## src/rtl/prefetch_queue.sv

```systemverilog
// prefetch_queue: two-entry instruction prefetch buffer with a serial 2-bit
// read channel, immediate (imm16) capture and PC redirect handling.
// Optional build macro: PREFETCH_CONT_EN -- when defined, a completed fetch
// chains straight into the next request without an IDLE cycle.
module prefetch_queue (
    input  logic        clk,
    input  logic        reset,
    output logic        inst_valid,
    output logic [15:0] inst,
    input  logic        inst_done,
    input  logic        load_imm16,
    output logic        imm16_loaded,
    output logic [15:0] imm_full,
    output logic [1:0]  imm_data_in,
    input  logic        next_imm_data,
    input  logic        block_prefetch,
    output logic        prefetch_idle,
    input  logic        write_pc,
    input  logic [15:0] pc_in,
    output logic        fetch_req,
    output logic [15:0] fetch_addr,
    input  logic        fetch_ack,
    input  logic        rx_data_valid,
    input  logic [1:0]  rx_pins
);
    typedef enum logic [1:0] {S_IDLE, S_REQ, S_RECV, S_DISCARD} state_t;

    state_t      r_state;
    logic [15:0] r_e0, r_e1;
    logic        r_v0, r_v1;
    logic [15:0] r_asm;
    logic [2:0]  r_chunk;
    logic [15:0] r_pc;
    logic [15:0] r_imm, r_imm_full;
    logic        r_imm_loaded;
    logic        r_fetch_req;
    logic [15:0] r_fetch_addr;

    logic        w_last_chunk, w_push, w_pop;
    logic        w_imm_arm, w_take_e1, w_take_push;
    logic [15:0] w_word, w_pc_inc;
    logic [15:0] w_e0_n, w_e1_n;
    logic        w_v0_n, w_v1_n;

    assign w_last_chunk = rx_data_valid && (r_chunk == 3'd7);
    // A redirect in the same cycle as the final chunk drops the word.
    assign w_push       = (r_state == S_RECV) && w_last_chunk && !write_pc;
    assign w_word       = {rx_pins, r_asm[13:0]};
    assign w_pop        = inst_done && r_v0;
    assign w_pc_inc     = r_pc + 16'd2;

    // Immediate capture: take entry1 if present, otherwise the next pushed word.
    assign w_imm_arm    = load_imm16 && r_v0 && !r_imm_loaded && !w_pop && !write_pc;
    assign w_take_e1    = w_imm_arm && r_v1;
    assign w_take_push  = w_imm_arm && !r_v1 && w_push;

    // Next FIFO contents: flush beats everything, then removal, then push.
    always_comb begin
        w_v0_n = r_v0;
        w_v1_n = r_v1;
        w_e0_n = r_e0;
        w_e1_n = r_e1;
        if (write_pc) begin
            w_v0_n = 1'b0;
            w_v1_n = 1'b0;
        end else begin
            if (w_take_e1)
                w_v1_n = 1'b0;
            if (w_pop) begin
                w_e0_n = r_e1;
                w_v0_n = r_v1;
                w_v1_n = 1'b0;
            end
            if (w_push && !w_take_push) begin
                if (!w_v0_n) begin
                    w_e0_n = w_word;
                    w_v0_n = 1'b1;
                end else begin
                    w_e1_n = w_word;
                    w_v1_n = 1'b1;
                end
            end
        end
    end

`ifdef PREFETCH_CONT_EN
    logic w_fetch_ok_n;
    assign w_fetch_ok_n = !block_prefetch && !(w_v0_n && w_v1_n);
`endif

    // FIFO, PC, immediate register and fetch FSM state.
    always_ff @(posedge clk) begin
        if (reset) begin
            r_state      <= S_IDLE;
            r_e0         <= '0;
            r_e1         <= '0;
            r_v0         <= 1'b0;
            r_v1         <= 1'b0;
            r_asm        <= '0;
            r_chunk      <= '0;
            r_pc         <= '0;
            r_imm        <= '0;
            r_imm_full   <= '0;
            r_imm_loaded <= 1'b0;
            r_fetch_req  <= 1'b0;
            r_fetch_addr <= '0;
        end else begin
            r_e0 <= w_e0_n;
            r_e1 <= w_e1_n;
            r_v0 <= w_v0_n;
            r_v1 <= w_v1_n;

            if (write_pc)
                r_pc <= pc_in;
            else if (w_push)
                r_pc <= w_pc_inc;

            if (w_take_e1) begin
                r_imm      <= r_e1;
                r_imm_full <= r_e1;
            end else if (w_take_push) begin
                r_imm      <= w_word;
                r_imm_full <= w_word;
            end else if (next_imm_data) begin
                r_imm <= {r_imm[1:0], r_imm[15:2]};
            end

            if (write_pc)
                r_imm_loaded <= 1'b0;
            else if (w_take_e1 || w_take_push)
                r_imm_loaded <= 1'b1;
            else if (inst_done)
                r_imm_loaded <= 1'b0;

            case (r_state)
                S_IDLE: begin
                    if (!write_pc && !block_prefetch && !(r_v0 && r_v1)) begin
                        r_state      <= S_REQ;
                        r_fetch_req  <= 1'b1;
                        r_fetch_addr <= r_pc;
                    end
                end
                S_REQ: begin
                    if (write_pc) begin
                        r_state     <= S_IDLE;
                        r_fetch_req <= 1'b0;
                    end else if (fetch_ack) begin
                        r_state     <= S_RECV;
                        r_fetch_req <= 1'b0;
                        r_chunk     <= '0;
                    end
                end
                S_RECV: begin
                    if (rx_data_valid) begin
                        r_asm[{r_chunk, 1'b0} +: 2] <= rx_pins;
                        r_chunk <= r_chunk + 3'd1;
                    end
                    if (write_pc) begin
                        r_state <= w_last_chunk ? S_IDLE : S_DISCARD;
                    end else if (w_last_chunk) begin
`ifdef PREFETCH_CONT_EN
                        if (w_fetch_ok_n) begin
                            r_state      <= S_REQ;
                            r_fetch_req  <= 1'b1;
                            r_fetch_addr <= w_pc_inc;
                        end else begin
                            r_state <= S_IDLE;
                        end
`else
                        r_state <= S_IDLE;
`endif
                    end
                end
                S_DISCARD: begin
                    if (rx_data_valid)
                        r_chunk <= r_chunk + 3'd1;
                    if (w_last_chunk)
                        r_state <= S_IDLE;
                end
                default: r_state <= S_IDLE;
            endcase
        end
    end

    assign inst_valid    = r_v0;
    assign inst          = r_e0;
    assign imm16_loaded  = r_imm_loaded;
    assign imm_full      = r_imm_full;
    assign imm_data_in   = r_imm[1:0];
    assign prefetch_idle = (r_state == S_IDLE);
    assign fetch_req     = r_fetch_req;
    assign fetch_addr    = r_fetch_addr;
endmodule
```

## config.mk

```make
export PLATFORM = sky130hd
export DESIGN_NAME = prefetch_queue
export DESIGN_NICKNAME = d
export VERILOG_FILES = /design/src/rtl/prefetch_queue.sv
export SDC_FILE = /design/constraint.sdc
export NUM_CORES = 1
export LEC_CHECK = 0
export ABC_CLOCK_PERIOD_IN_PS = 2700
export CAP_MARGIN = 15
export CORE_ASPECT_RATIO = 1.4
export CORE_MARGIN = 1.5
export CORE_UTILIZATION = 35
export DETAILED_ROUTE_END_ITERATION = 8
export GPL_ROUTABILITY_DRIVEN = 0
export PLACE_DENSITY = 0.64
export SYNTH_ARGS = -nofsm -noshare
export SYNTH_HDL_FRONTEND = slang
export SYNTH_SLANG_ARGS = --single-unit
export TNS_END_PERCENT = 30
```

## constraint.sdc

```tcl
create_clock -name clk -period 2.7 [get_ports clk]
set_input_delay 0.405 -clock clk [delete_from_list [all_inputs] [get_ports clk]]
set_output_delay 0.405 -clock clk [all_outputs]
set_load 0.01 [all_outputs]
```

# == Yosys cells after proc, flatten, opt, wreduce, memory -nomap -nowiden ==
# Index checks and enable logic that the tools add are counted.
# totals
regBits,121
elab_cells,101
# classes
n_bitwise,1
n_shift,2
eq_ne,9
muxes,35
reduce_logical,38
add_sub_neg,3
# op_table
op,count
16-bit 2-to-1 mux,10
"16-bit by 2-bit adder with 16-bit output, second input constant",1
16-bit bitwise mux,1
"2-bit by 6-bit variable shift with 16-bit output, first input constant",1
2-bit by 6-bit indexed part select with 16-bit output,1
1-bit logical AND,15
1-bit 2-to-1 mux,12
2-bit 2-to-1 mux,6
2-bit nonzero test,5
3-bit 2-to-1 mux,3
2-bit case mux with 4 select lines,1
1-bit zero test,7
4-bit negator with 6-bit output,1
3-bit case mux with 2 select lines,1
2-bit AND reduction,3
3-bit AND reduction,2
"2-bit == test, second input constant",2
"2-bit by 1-bit inequality test with 1-bit output, second input constant",2
"2-bit inequality test, second input constant",2
4-bit AND reduction,1
2-bit OR reduction,2
"3-bit by 1-bit adder with 3-bit output, second input constant",1
"3-bit == test, second input constant",1
"3-bit inequality test, second input constant",1
6 further kinds,6

# == Logic depth before layout (Yosys ltp) ==
# Gate-level depths: netlist of the first run.
# logic_depth
depth_word,9
ltp_mapped,8
ltp_nobuf,7

# == Least setup slack after synthesis of the first run ==
# No wires, ideal clock.
# synth_path
path_type,register to register
from,reg r_chunk[0]
to,reg r_pc[13]
synth_period_minus_slack_ns,2.164
arrival_ns,2.073
required_ns,2.609
path_stages_with_launch,7
setup_time_ns,0.091
n_path_buf,0
setup_slack_ns,0.536
path_cell_list,dfxtp_1 > ha_1 > ha_1 > nand4b_4 > or4_4 > or3_1 > a311oi_1
# synth_between
elab_chain_len,5
# synth_lines
item,line,source
"start, declared",32,logic [2:0] r_chunk;
"start signal, assigned",156,r_chunk <= r_chunk + 3'd1;
"start signal, assigned",176,r_chunk <= r_chunk + 3'd1;
3-bit == test,45,assign w_last_chunk = rx_data_valid && (r_chunk == 3'd7);
1-bit logical AND,45,
1-bit logical AND (2 in series),47,assign w_push = (r_state == S_RECV) && w_last_chunk && !write_pc;
2-bit nonzero test (no line),--,
"end signal, assigned",114,r_pc <= pc_in;
"end signal, assigned",116,r_pc <= w_pc_inc;
"end, declared",33,logic [15:0] r_pc;
# Every way passes these cells.
# A chain may end at the register's enable or synchronous reset.

# == Worst setup path in the final report of the first run ==
# Ends and elaborated chain as after synthesis.

==> flow_metrics.py, run 1 <==
metrics = {
    "global_route": {
        "grt_pass1_wl_um": 25400,
        "first_global_vias": 4971,
        "grt_usage_pct": 19.8,
        "globalRouteOverflowTotal": 0,
        "antenna_found_initial": 0,
        "grt_max_degree": 48,
    },
    "setup_path": {
        "endpoint_kind": "flop",
        "critPathMaxStageDelay_ns": 0.57,
        "startpoint": "r_chunk[0]",
        "timing.rr.end": "r_pc[13]",
        "worstPathArrival_ns": 2.77,
        "r2r.worst_path.cells": 6,
        "path_class": "flop to flop",
        "start_kind": "flop",
        "crit_chain": "ha_1 -> ha_1 -> nand4b_4 -> or4_4 -> or3_1 -> a311oi_1",
        "cp_max_fo": 8,
        "rr_startpoint": "r_chunk[0]",
        "reg2reg_slack_ns": 0.23,
        "critPathMostFrequentCell": "ha_1",
        "cp_slowest_cell": "or4_4",
        "critPathRequiredTime_ns": 3.00,
    },
    "detailed_routing": {
        "drt_iter0_drc": 376,
        "vias": 5083,
        "routedWlPerCell_um": 17.0,
        "dr.pass1.iters": 5,
        "wirelength_um": 15700,
        "ant_nets": 0,
        "drcViolationCount": 0,
        "drt-vias-per-instance": 5.50,
    },
    "die": {
        "die_area_mm2": 0.0166,
        "coreArea_mm2": 0.0155,
        "start_util_pct": 35.6,
        "die_width_um": 109,
        "die_y_um": 152,
        "pin_count": 81,
        "row_count": 54,
    },
    "placed_design": {
        "placed_cells_incl_taps": 895,
        "place_ws_ns": 0.236,
        "port_buffers": 80,
        "dp_hpwl_um": 11200,
    },
    "timing": {
        "finalSetupViolCount": 0,
        "fmax_mhz": 405,
        "fin_crit_sh_pct": 91.5,
        "rsz0062_at_grt": "no",
        "fin_tns_setup_ns": 0,
        "relSlewSlack_pct": 49.0,
        "hold_ws_ns": 0.432,
        "slew_viol_final": 0,
        "setup_ws_ns": 0.231,
        "tightestPinTransition_ns": 0.762,
        "worst_clock_skew_ns": 0.0100,
        "hold_violations": 0,
        "min_period_ns": 2.47,
    },
    "layout": {
        "num-fill-cells": 1482,
        "area_growth_syn_to_layout_pct": 29.4,
        "drive_above_1_share_pct": 9.48,
        "antenna_cells": 0,
        "nets": 752,
        "fin_cells": 924,
    },
    "power": {
        "pwr-share-comb_pct": 5.8,
        "clkPwrFrac_pct": 52.9,
        "seq_power_share_pct": 41.4,
        "p_per_area_mw_per_mm2": 617,
        "p_total_uw": 4420,
        "switching_share_pct": 21.2,
        "p_int_uw": 3480,
        "ir_worst_vdd_mv": 0.318,
        "p_sw_uw": 937,
        "p_leak_uw": 0.00259,
    },
    "synth": {
        "async_flop_share_pct": 0,
        "synth_cell_type_count": 54,
        "synth_seq_area_share_pct": 43.1,
        "synth_area_mm2": 0.00553,
        "syn_nets": 682,
        "yosysWarnings": 0,
        "syn_inst": 648,
        "synth.ff_latch_count": 119,
        "ys.flop_type": "dfxtp_1",
        "synth_edf_count": 0,
        "syn_area_per_cell_um2": 8.54,
    },
    "job": {
        "max_cap_viol_count": 0,
    },
    "clocking": {
        "hold_buffers": 0,
        "htree_levels": 4,
        "cts_buffers": 17,
        "clockBufferDepth": 2,
        "cts_resized": 0,
        "cts-root-buf": "clkbuf_16",
        "worstSkewPairLatency_ns": 0.41,
        "cts_setup_buffers": 0,
        "clkSinkCount": 119,
        "clk_pin_slew_ns": 0.05,
        "cts_tree": "built",
    },
    "status": {
        "status": "finished, final reports clean",
    },
    "hold_path": {
        "hp-class": "input port to flop",
        "min_from": "reset",
        "whs_path_depth": 2,
        "hold_path_end": "imm_full[8]",
    },
}
[power groups by stage]
stage	clock, uW	combinational (uW)	sequential (uW)
detailed placement	0	254	1860
floorplan	0	142	1860
CTS	2370	255	1830
global placement	0	249	1860
finish	2340	255	1830
global route	2460	279	1830
[worst max-delay path by stage]
stage / end
after floorplan: r_pc[13]
after global placement: r_imm[6]
after detailed placement: r_imm[6]
after CTS: r_pc[13]
after global routing: r_pc[13]
final: r_pc[13]
[registers in the layout, indices dropped and copies added (netlist names), 3 cells and up]
name        flops
r_imm          16
imm_full       16
r_e1           16
fetch_addr     16
r_asm          14
r_pc           16
inst           16
r_chunk         3
[area by class of cell]
type	count	area, um2	share of cell area, %
Inverter	17	63.8	0.891
Sequential cell	119	2380	33.3
Tap cell	196	245	3.42
Timing Repair Buffer	104	1000	14.0
Clock buffer	21	460	6.43
Multi-Input combinational cell	459	2860	39.9
Clock inverter	8	149	2.08
[per-stage QoR]
stage	instance area, um2	util [%]
3_3_place_gp	6550	42.2
5_1_grt	7160	46.1
2_1_floorplan	5530	-
4_1_cts	7160	46.1
6_report	7160	46.1
3_5_place_dp	6550	42.2
[cell families (layout without fill, tap and decap cells)]
kind of cell | after synthesis | count (layout) | share of synthesized area (%)
DFF | 119 | 119 | 43.1
and+or+nand+nor | 242 | 242 | 20.4
xor gates and xnor gates | 10 | 10 | 1.58
AOI/OAI and AO/OA | 153 | 153 | 19.4
buffers and inverters | 70 | 150 | 5.27
adders and majority gates | 7 | 7 | 1.58
muxes | 47 | 47 | 8.75
[synth_stat cells, drive strengths merged (3+ instances only)]
master | n | area share (%)
nand2b | 12 | 1.4
o21ai | 21 | 1.9
nor2 | 36 | 2.4
o221ai | 11 | 1.7
inv | 17 | 1.2
a22o | 10 | 1.6
o22ai | 6 | 0.68
buf | 17 | 1.7
or3 | 3 | 0.34
a211oi | 14 | 1.9
nand2 | 122 | 8.3
ha | 7 | 1.6
xor2 | 4 | 0.63
nor4 | 5 | 0.57
mux2i | 36 | 6.5
o21a | 11 | 1.5
dfxtp | 119 | 43
o41ai | 16 | 2.5
nor4b | 3 | 0.59
nand4 | 6 | 0.68
nor3 | 6 | 0.63
a21oi | 43 | 3.9
a311oi | 4 | 0.63
nand3 | 35 | 3.2
mux2 | 11 | 2.2
a221oi | 6 | 0.95
clkbuf | 36 | 2.4
xnor2 | 6 | 0.95
[layer usage]
layer | track usage (%) | up-vias | routed length (um)
met5 | 0 | - | 0
met4 | 8.44 | 0 | 450
met3 | 4.19 | 38 | 836
met2 | 34.8 | 164 | 8020
met1 | 23.1 | 2421 | 6360
li1 | - | 2460 | -
[worst max-delay path, delay by kind of cell (launching register included)]
family	cells	cell delay, ns
AOI/OAI and AO/OA	1	0.29
adders and majority gates	2	0.51
DFF	1	0.48
and+or+nand+nor	3	1.09
[cell usage in the layout (no fill, tap or decap), types with 7 or more instances in the layout]
cell type,count
nand2_1,122
nand2b_1,12
a211oi_1,14
dfxtp_1,119
a22o_1,10
mux2i_1,36
nor2_1,36
inv_1,17
o21ai_0,20
nand3_1,35
o21a_1,11
buf_4,22
mux2_2,11
o221ai_1,11
ha_1,7
a21oi_1,43
o41ai_1,16
clkbuf_16,17
clkdlybuf4s50_1,79
No activity file was read; power rests on OpenSTA's default activity.
==> run 2: changes to the inputs <==
- GPL_ROUTABILITY_DRIVEN: 0 -> unset
==> results of run 2 <==
The final DEF is identical to that of run 1; final timing and power are the same.
